**src/rtl/dmem_arbiter_pkg.sv**
```systemverilog
// Shared definitions for the data-memory arbiter: read-response owner encoding
// and a helper for sizing the starvation counter.
package dmem_arbiter_pkg;

   typedef enum logic [1:0] {
      OWN_NONE = 2'd0,
      OWN_PROC = 2'd1,
      OWN_DBG  = 2'd2
   } rd_owner_e;

   // Bits needed to hold the values 0..max inclusive.
   function automatic int cnt_width(input int max);
      if (max < 1) begin
         return 1;
      end else begin
         return $clog2(max + 1);
      end
   endfunction

endpackage

```
**src/rtl/dmem_arbiter_starve_ctr.sv**
```systemverilog
// Saturating up-counter with synchronous clear; counts cycles a requester
// has been refused and sticks at MAX until cleared.
module arb_starve_ctr #(
   parameter int WIDTH = 3,
   parameter int MAX   = 4
) (
   input  logic             clock,
   input  logic             reset,
   input  logic             clr,
   input  logic             inc,
   output logic [WIDTH-1:0] cnt
);

   localparam logic [WIDTH-1:0] MAX_C = WIDTH'(MAX);

   logic [WIDTH-1:0] cnt_r;

   // Clear has priority over increment; increment stops at MAX.
   always_ff @(posedge clock or posedge reset) begin
      if (reset) begin
         cnt_r <= '0;
      end else if (clr) begin
         cnt_r <= '0;
      end else if (inc && (cnt_r != MAX_C)) begin
         cnt_r <= cnt_r + WIDTH'(1);
      end else begin
         cnt_r <= cnt_r;
      end
   end

   assign cnt = cnt_r;

endmodule

```
**src/rtl/dmem_arbiter.sv**
```systemverilog
// Shares the single data-memory port between the processor (fixed priority)
// and a debug/loader requester, with bounded debug wait and read routing.
module dmem_arbiter
   import dmem_arbiter_pkg::*;
#(
   parameter int ADDR_W   = 12,
   parameter int DATA_W   = 32,
   parameter int MAX_WAIT = 4
) (
   input  logic              clock,
   input  logic              reset,
   input  logic              p_req,
   input  logic              p_we,
   input  logic [ADDR_W-1:0] p_addr,
   input  logic [DATA_W-1:0] p_wdata,
   output logic              p_gnt,
   output logic              p_rvalid,
   output logic [DATA_W-1:0] p_rdata,
   input  logic              d_req,
   input  logic              d_we,
   input  logic [ADDR_W-1:0] d_addr,
   input  logic [DATA_W-1:0] d_wdata,
   output logic              d_gnt,
   output logic              d_rvalid,
   output logic [DATA_W-1:0] d_rdata,
   output logic              wren,
   output logic [ADDR_W-1:0] address_dmem,
   output logic [DATA_W-1:0] data,
   input  logic [DATA_W-1:0] q_dmem
);

   localparam int             CNT_W = cnt_width(MAX_WAIT);
   localparam logic [CNT_W-1:0] MAX_C = CNT_W'(MAX_WAIT);

   logic [CNT_W-1:0] starve_cnt_s;
   logic             force_d_s;
   logic             d_gnt_s;
   logic             p_gnt_s;
   rd_owner_e        rd_owner_r;
   rd_owner_e        rd_owner_nxt_s;

   // Grants are gated by reset so nothing reaches the RAM while it is asserted.
   assign force_d_s = d_req && (starve_cnt_s == MAX_C);
   assign d_gnt_s   = !reset && d_req && (force_d_s || !p_req);
   assign p_gnt_s   = !reset && p_req && !d_gnt_s;
   assign p_gnt     = p_gnt_s;
   assign d_gnt     = d_gnt_s;

   arb_starve_ctr #(
      .WIDTH (CNT_W),
      .MAX   (MAX_WAIT)
   ) u_starve_ctr (
      .clock (clock),
      .reset (reset),
      .clr   (d_gnt_s || !d_req),
      .inc   (d_req && !d_gnt_s),
      .cnt   (starve_cnt_s)
   );

   // RAM port mux: granted requester drives the port, idle port is all zero.
   always_comb begin
      wren         = 1'b0;
      address_dmem = '0;
      data         = '0;
      if (d_gnt_s) begin
         wren         = d_we;
         address_dmem = d_addr;
         data         = d_wdata;
      end else if (p_gnt_s) begin
         wren         = p_we;
         address_dmem = p_addr;
         data         = p_wdata;
      end else begin
         wren         = 1'b0;
         address_dmem = '0;
         data         = '0;
      end
   end

   // Owner of the read whose data the RAM returns on the following cycle.
   always_comb begin
      rd_owner_nxt_s = OWN_NONE;
      if (p_gnt_s && !p_we) begin
         rd_owner_nxt_s = OWN_PROC;
      end else if (d_gnt_s && !d_we) begin
         rd_owner_nxt_s = OWN_DBG;
      end else begin
         rd_owner_nxt_s = OWN_NONE;
      end
   end

   // Read-owner register; an async reset drops any response in flight.
   always_ff @(posedge clock or posedge reset) begin
      if (reset) begin
         rd_owner_r <= OWN_NONE;
      end else begin
         rd_owner_r <= rd_owner_nxt_s;
      end
   end

   // Steer RAM read data to its owner only; the other side sees zero.
   always_comb begin
      p_rvalid = 1'b0;
      d_rvalid = 1'b0;
      p_rdata  = '0;
      d_rdata  = '0;
      case (rd_owner_r)
         OWN_PROC: begin
            p_rvalid = 1'b1;
            p_rdata  = q_dmem;
         end
         OWN_DBG: begin
            d_rvalid = 1'b1;
            d_rdata  = q_dmem;
         end
         default: begin
            p_rvalid = 1'b0;
            d_rvalid = 1'b0;
         end
      endcase
   end

endmodule

```
**config.mk**
```make
export PLATFORM = sky130hd
export DESIGN_NAME = dmem_arbiter
export DESIGN_NICKNAME = d
export VERILOG_FILES = /design/src/rtl/dmem_arbiter_pkg.sv /design/src/rtl/dmem_arbiter_starve_ctr.sv /design/src/rtl/dmem_arbiter.sv
export SDC_FILE = /design/constraint.sdc
export NUM_CORES = 1
export LEC_CHECK = 0
export ABC_AREA = 1
export BUFFER_PORTS_ARGS = -buffer_cell sky130_fd_sc_hd__buf_2
export CAP_MARGIN = 10
export CORE_AREA = 2 2 93 95
export CTS_CLUSTER_DIAMETER = 80
export DETAILED_ROUTE_END_ITERATION = 16
export DIE_AREA = 0 0 95 97
export PLACE_DENSITY = 0.6
export SLEW_MARGIN = 20
export SYNTH_ARGS = -nofsm -noshare
export SYNTH_HDL_FRONTEND = slang
export SYNTH_SLANG_ARGS = --single-unit
```
**constraint.sdc**
```tcl
create_clock -name clock -period 3.8 [get_ports clock]
set_clock_uncertainty 0.1 [all_clocks]
set_input_delay 0.57 -clock clock [delete_from_list [all_inputs] [get_ports clock]]
set_output_delay 0.57 -clock clock [all_outputs]
set_load 0.005 [all_outputs]
```
==> flow_metrics.env, run 1 <==
export IMPL_vias=2649
export IMPL_clock_root_buffer="clkbuf_8"
export IMPL_fillers=949
export IMPL_rsz0062_at_grt="no"
export IMPL_hold_viol_final=0
export IMPL_drive_above_1_share_pct=49.90
export IMPL_setup_violations=0
export IMPL_overflow=0
export IMPL_final_core_util_pct=33.36
export IMPL_cts_buffer_depth=2
export IMPL_dpl_hpwl_um=5591
export IMPL_status="finished clean"
export IMPL_place_congestion=0.7229
export IMPL_clk_latency_ns=0.22
export IMPL_worst_slack_ns=0.9199
export IMPL_nets=644
export IMPL_rows=33
export IMPL_yosysWarnings=0
export IMPL_synth_area_per_cell_um2=4.954
export IMPL_ant_nets=0
export IMPL_fmax_mhz=347.2
export IMPL_antenna_found_initial=0
export IMPL_ys_seq_area_share_pct=8.562
export IMPL_ir_drop_uv=71.82
export IMPL_wl_per_cell_um=10.96
export IMPL_reg2reg_slack_ns=1.69
export IMPL_cts_buffers=3
export IMPL_synth_top_cell_by_area="nand3_1"
export IMPL_path_class="flop to primary output"
export IMPL_synth_nets=423
export IMPL_firstDrtPassIters=4
export IMPL_leakage_uw=0.002007
export IMPL_cts_sinks=5
export IMPL_worst_slew_pin_slew_ns=0.9976
export IMPL_via_per_inst=4.273
export IMPL_dpl_worst_slack_ns=1.103
export IMPL_syn_to_final_growth_pct=85.70
export IMPL_worstRegToRegCells=7
export IMPL_cts_hold_buf=0
export IMPL_post_cts_buffers=0
export IMPL_rr_endpoint="u_starve_ctr.cnt[0]"
export IMPL_dieArea_um2=9215
export IMPL_powerDensity_nw_per_um2=147.1
export IMPL_start_kind="flop"
export IMPL_final_cell_area_um2=2714
export IMPL_diodes=0
export IMPL_drv_slew=0
export IMPL_cts_tree="built"
export IMPL_die_h_um=97
export IMPL_ctsResizeCount=0
export IMPL_synthCells=295
export IMPL_dpl_cell_area_um2=2669
export IMPL_fin_crit_sh_pct=75.79
export IMPL_cp_data_required_time_ns=3.13
export IMPL_period_minus_slack_ns=2.880
export IMPL_ioPinCount=239
export IMPL_ys_seq_elements=5
export IMPL_synthTopCellsByArea="nand3_1 28%, nor2_1 18%, nand2_1 14%"
export IMPL_path_max_fanout=49
export IMPL_cts_reportedPaths_clkPinSlew_ns=0.03
export IMPL_drcViolationCount=0
export IMPL_synth_area_um2=1461
export IMPL_track_usage_pct=13.30
export IMPL_hold_path_class="input pin to async pin"
export IMPL_core_um2=8134
export IMPL_tns_ns=0
export IMPL_die_w_um=95
export IMPL_timing_hold_ws_ns=0.1846
export IMPL_r2r_start="u_starve_ctr.cnt[0]"
export IMPL_synthDistinctLibCells=16
export IMPL_port_buffers=238
export IMPL_grt_pass1_vias=2403
export IMPL_initial_utilization_pct=17.97
export IMPL_final_common_cell="buf_2"
export IMPL_grt_start_max_net_pins=50
export IMPL_drt_iter0_markers=54
export IMPL_maxCapViolations=0
export IMPL_critPathArrivalTime_ns=2.21
export IMPL_h_tree_depth=1
export IMPL_max_slew_margin_pct=33.33
export IMPL_layout_common_cells="238 x buf_2, 81 x nand3_1, 72 x nor2_1, 53 x nand2_1, 43 x inv_1"
export IMPL_endpoint_kind="primary output"
export IMPL_grt_pass1_wl_um=10080
export IMPL_synth_top_cell_area_share_pct=27.74
export IMPL_wl_um=6794
## through the flow
step / power (uW) / std cells
after floorplan: 183.1 / 295
after global placement: 302.5 / 616
after detailed placement: 306.8 / 616
after CTS: 406.2 / 620
after global routing: 441.2 / 620
final: 399.1 / 620
## flip-flops by register name (all words and copies together), names as in the netlist
signal,flops
u_starve_ctr.cnt,3
rd_owner_r,2
## power by group
part,total [uW],switching (uW),internal [uW]
Clock,95.9,24.1,71.8
Combinational,241,129,111
Sequential,62.4,3.68,58.7
## worst max-delay path by stage
stage                              startpoint  cells after the start          endpoint  slack [ns]
final                     u_starve_ctr.cnt[0]                      8   address_dmem[8]        0.92
after global routing      u_starve_ctr.cnt[0]                      8  address_dmem[11]        0.65
after CTS                 u_starve_ctr.cnt[0]                      8  address_dmem[11]        0.87
after detailed placement  u_starve_ctr.cnt[0]                      8             p_gnt        1.10
after global placement                  reset                      7  address_dmem[11]        1.16
after floorplan                         reset                      6   address_dmem[0]        1.87
## layer usage
metal  GRT usage (%)  wire [um]  vias to the layer above
met5               0          0                        -
met4           1.784          0                        0
met3           2.181        672                        0
met2           29.62       3833                      155
met1           11.84       2288                     1144
li1                -          -                     1350
## worst max-delay path, cell delays in order, from the launching register on
cell and delay (ns):
dfrtp_1 0.37, inv_1 0.10, ha_1 0.19, nand2_2 0.11, nand2_4 0.38, nand2_4 0.44
nand3_1 0.19, nand2_1 0.07, buf_2 0.12
## cell usage after synthesis
cell type  count
dfrtp_1        5
clkbuf_1       6
nand2_1       53
nor2_1        72
xor2_1         1
buf_2         14
inv_1         43
nand2_4        2
nand3_1       81
nand2_2        1
nand3_2       10
inv_2          1
nor2_4         1
buf_6          2
buf_4          1
ha_1           2
## kinds of logic (layout without fill, tap and decap cells)
| logic type | after synthesis | after routing | synth area share (%) |
|---|---|---|---|
| DFF | 5 | 5 | 8.562 |
| and+or+nand+nor | 220 | 220 | 69.44 |
| xor gates and xnor gates | 1 | 1 | 0.5994 |
| buffers and inverters | 67 | 287 | 19.69 |
| adders and majority gates | 2 | 2 | 1.712 |
## layout make-up
| type | instances | area (um2) | area share (%) |
|---|---|---|---|
| well taps | 105 | 131.4 | 4.841 |
| clock buffers | 4 | 45.04 | 1.660 |
| repair buffers | 239 | 1199 | 44.17 |
| inverters | 44 | 165.2 | 6.086 |
| flip-flops and latches | 5 | 125.1 | 4.610 |
| multi-input cells | 223 | 1049 | 38.64 |
Power figures use the tool's default switching activity.
==> run 2, diff against run 1 <==
Settings changed: ABC_AREA 1 to 0, CORE_AREA 2 2 93 95 to 2 2 92 94, DIE_AREA 0 0 95 97 to 0 0 94 96, PLACE_DENSITY 0.6 to 0.59.
Clock period 3.8 ns to 2.6 ns, I/O delays scaled along.
==> flow_metrics.env, run 2 <==
export IMPL_synthDistinctLibCells=19
export IMPL_ant_nets=0
export IMPL_cp_data_required_time_ns=2.11
export IMPL_drcViolationCount=0
export IMPL_synth_top_cell_area_share_pct=33.54
export IMPL_ioPinCount=239
export IMPL_status="finished clean"
export IMPL_grt_pass1_vias=1503
export IMPL_place_congestion=0.7723
export IMPL_synth_common_cells="64 x and2_1, 45 x a22o_1, 7 x buf_6"
export IMPL_initial_utilization_pct=14.83
export IMPL_start_kind="flop"
export IMPL_drive_above_1_share_pct=64.84
export IMPL_cts_sinks=5
export IMPL_layout_common_cells="238 x buf_2, 64 x and2_1, 45 x a22o_1, 5 x nand2_1, 5 x dfrtp_1"
export IMPL_cpPeakStageDelay_ns=0.51
export IMPL_maxCapViolations=0
export IMPL_timing_hold_ws_ns=0.01916
export IMPL_clk_latency_ns=0.21
export IMPL_synth_edf_count=0
export IMPL_firstDrtPassIters=4
export IMPL_dpl_hpwl_um=4859
export IMPL_final_common_cell="buf_2"
export IMPL_worst_path_dominant_cell_family="simple AND/OR/NAND/NOR gates"
export IMPL_endpoint_kind="primary output"
export IMPL_yosysMostFrequentCell="and2_1"
export IMPL_cpMaxStageDelayCell="and3_4"
export IMPL_rows=33
export IMPL_fmax_mhz=421.6
export IMPL_overflow=0
export IMPL_dieArea_um2=9024
export IMPL_port_buffers=238
export IMPL_critPathArrivalTime_ns=1.88
export IMPL_cts_buffer_depth=2
export IMPL_yosysWarnings=0
export IMPL_ys_seq_elements=5
export IMPL_period_minus_slack_ns=2.372
export IMPL_hold_path_class="input pin to async pin"
export IMPL_track_usage_pct=9.819
export IMPL_ctsResizeCount=0
export IMPL_die_w_um=94
export IMPL_leakage_uw=0.001623
export IMPL_diodes=0
export IMPL_cts_tree="built"
export IMPL_tns_ns=0
export IMPL_wl_um=5718
export IMPL_post_cts_buffers=0
export IMPL_antenna_found_initial=0
export IMPL_die_h_um=96
export IMPL_cts_hold_buf=0
export IMPL_largest_register_ffs=3
export IMPL_grt_start_max_net_pins=48
export IMPL_drv_slew=0
export IMPL_drt_iter0_markers=30
export IMPL_max_slew_margin_pct=66.78
export IMPL_clock_root_buffer="clkbuf_8"
export IMPL_nets=513
export IMPL_wl_per_cell_um=11.69
export IMPL_rsz0062_at_grt="no"
export IMPL_syn_to_final_growth_pct=108.9
export IMPL_path_cells="inv_1 -> ha_1 -> nand3_1 -> and3_4 -> a22o_1 -> buf_2"
export IMPL_async_reset_ff_share_pct=100.0
export IMPL_ys_flop_type="dfrtp_1"
export IMPL_synth_top_cell_by_area="and2_1"
export IMPL_cts_buffers=3
export IMPL_final_core_util_pct=30.97
export IMPL_hold_viol_final=0
export IMPL_synthTopCellsByArea="and2_1 34%, a22o_1 33%, dfrtp_1 10%"
export IMPL_grt_pass1_wl_um=7189
export IMPL_ir_drop_uv=152.5
export IMPL_core_um2=8051
export IMPL_h_tree_depth=1
export IMPL_cts_reportedPaths_clkPinSlew_ns=0.03
export IMPL_powerDensity_nw_per_um2=201.6
export IMPL_setup_violations=0
export IMPL_path_max_fanout=47
export IMPL_fin_crit_sh_pct=91.23
export IMPL_ys_seq_area_share_pct=10.48
export IMPL_path_class="flop to primary output"
export IMPL_worst_slew_pin_slew_ns=0.4984
export IMPL_vias=1979
export IMPL_synth_area_per_cell_um2=7.701
export IMPL_crit_buf_inv=2
export IMPL_synth_nets=283
export IMPL_synthCells=155
export IMPL_via_per_inst=4.047
export IMPL_synth_area_um2=1194
run 2: changes by cell type after synthesis, sizes merged, moves of 2 or more:
cell	previous run	this run
a22o	0	45
nor2b	0	4
a21oi	0	2
buf	17	10
and2	0	64
o22ai	0	2
nand3	91	2
nor2	73	0
inv	44	3
nand2	56	5
run 2: area by class of cell:
cell class,count,area (um2)
timing repair buffer,241,1226
tap,105,131.4
fill,901,5558
inverter,3,11.26
multi-input combinational,131,954.7
clock buffer,4,45.04
sequential,5,125.1
run 2: final timing paths:
check	startpoint	to	slack, ns	cells after the start
worst max-delay path	u_starve_ctr.cnt[0]	address_dmem[11]	0.23	6
worst min-delay path	reset	u_starve_ctr.cnt[2]	0.02	2
worst max register to register	u_starve_ctr.cnt[0]	rd_owner_r[0]	0.93	5
worst min register to register	u_starve_ctr.cnt[2]	u_starve_ctr.cnt[2]	0.45	1
max in group asynchronous	reset	rd_owner_r[0]	2.19	2
min in group clock	p_we	rd_owner_r[0]	0.24	2
run 2: kinds of logic (layout without fill, tap and decap cells):
logic type,after synthesis,after routing,synth area share (%)
AO/OA/AOI/OAI,51,51,36.06
multiplexers,1,1,0.9433
adder cells (fa/ha/maj),2,2,2.096
flip-flops,5,5,10.48
buffers and inverters,19,248,10.90
AND/OR/NAND/NOR,77,77,39.52
run 2: power breakdown:
group / total [uW] / internal [uW] / switching [uW]
clock: 137 / 105 / 32.7
combinational: 280 / 162 / 118
sequential: 85.6 / 82.3 / 3.26
total: 503 / 349 / 154
run 2: worst register-to-register path, delay by kind of cell, from the launching register on:
family                   cells  cell delay, ns
AND/OR/NAND/NOR              3            0.81
flip-flops                   1            0.37
adder cells (fa/ha/maj)      1            0.25
buffers and inverters        1            0.07
run 2: layer usage:
layer	vias up	routed length [um]	global-route usage [%]
li1	1010	-	-
met1	858	2369	12.88
met2	109	2860	17.08
met3	2	447	0.9397
met4	0	40	2.899
met5	-	0	0
run 2: through the flow:
| stage | cells | setup WS, ns | instance area [um2] | total power, uW |
|---|---|---|---|---|
| 2_1_floorplan | 155 | 0.7808 | 1194 | 202.1 |
| 6_report | 489 | 0.2280 | 2494 | 502.7 |
| 3_5_place_dp | 485 | 0.4713 | 2449 | 367.1 |
| 5_1_grt | 489 | 0.07980 | 2494 | 548.6 |
| 4_1_cts | 489 | 0.2287 | 2494 | 509.2 |
| 3_3_place_gp | 485 | 0.4929 | 2449 | 362.5 |
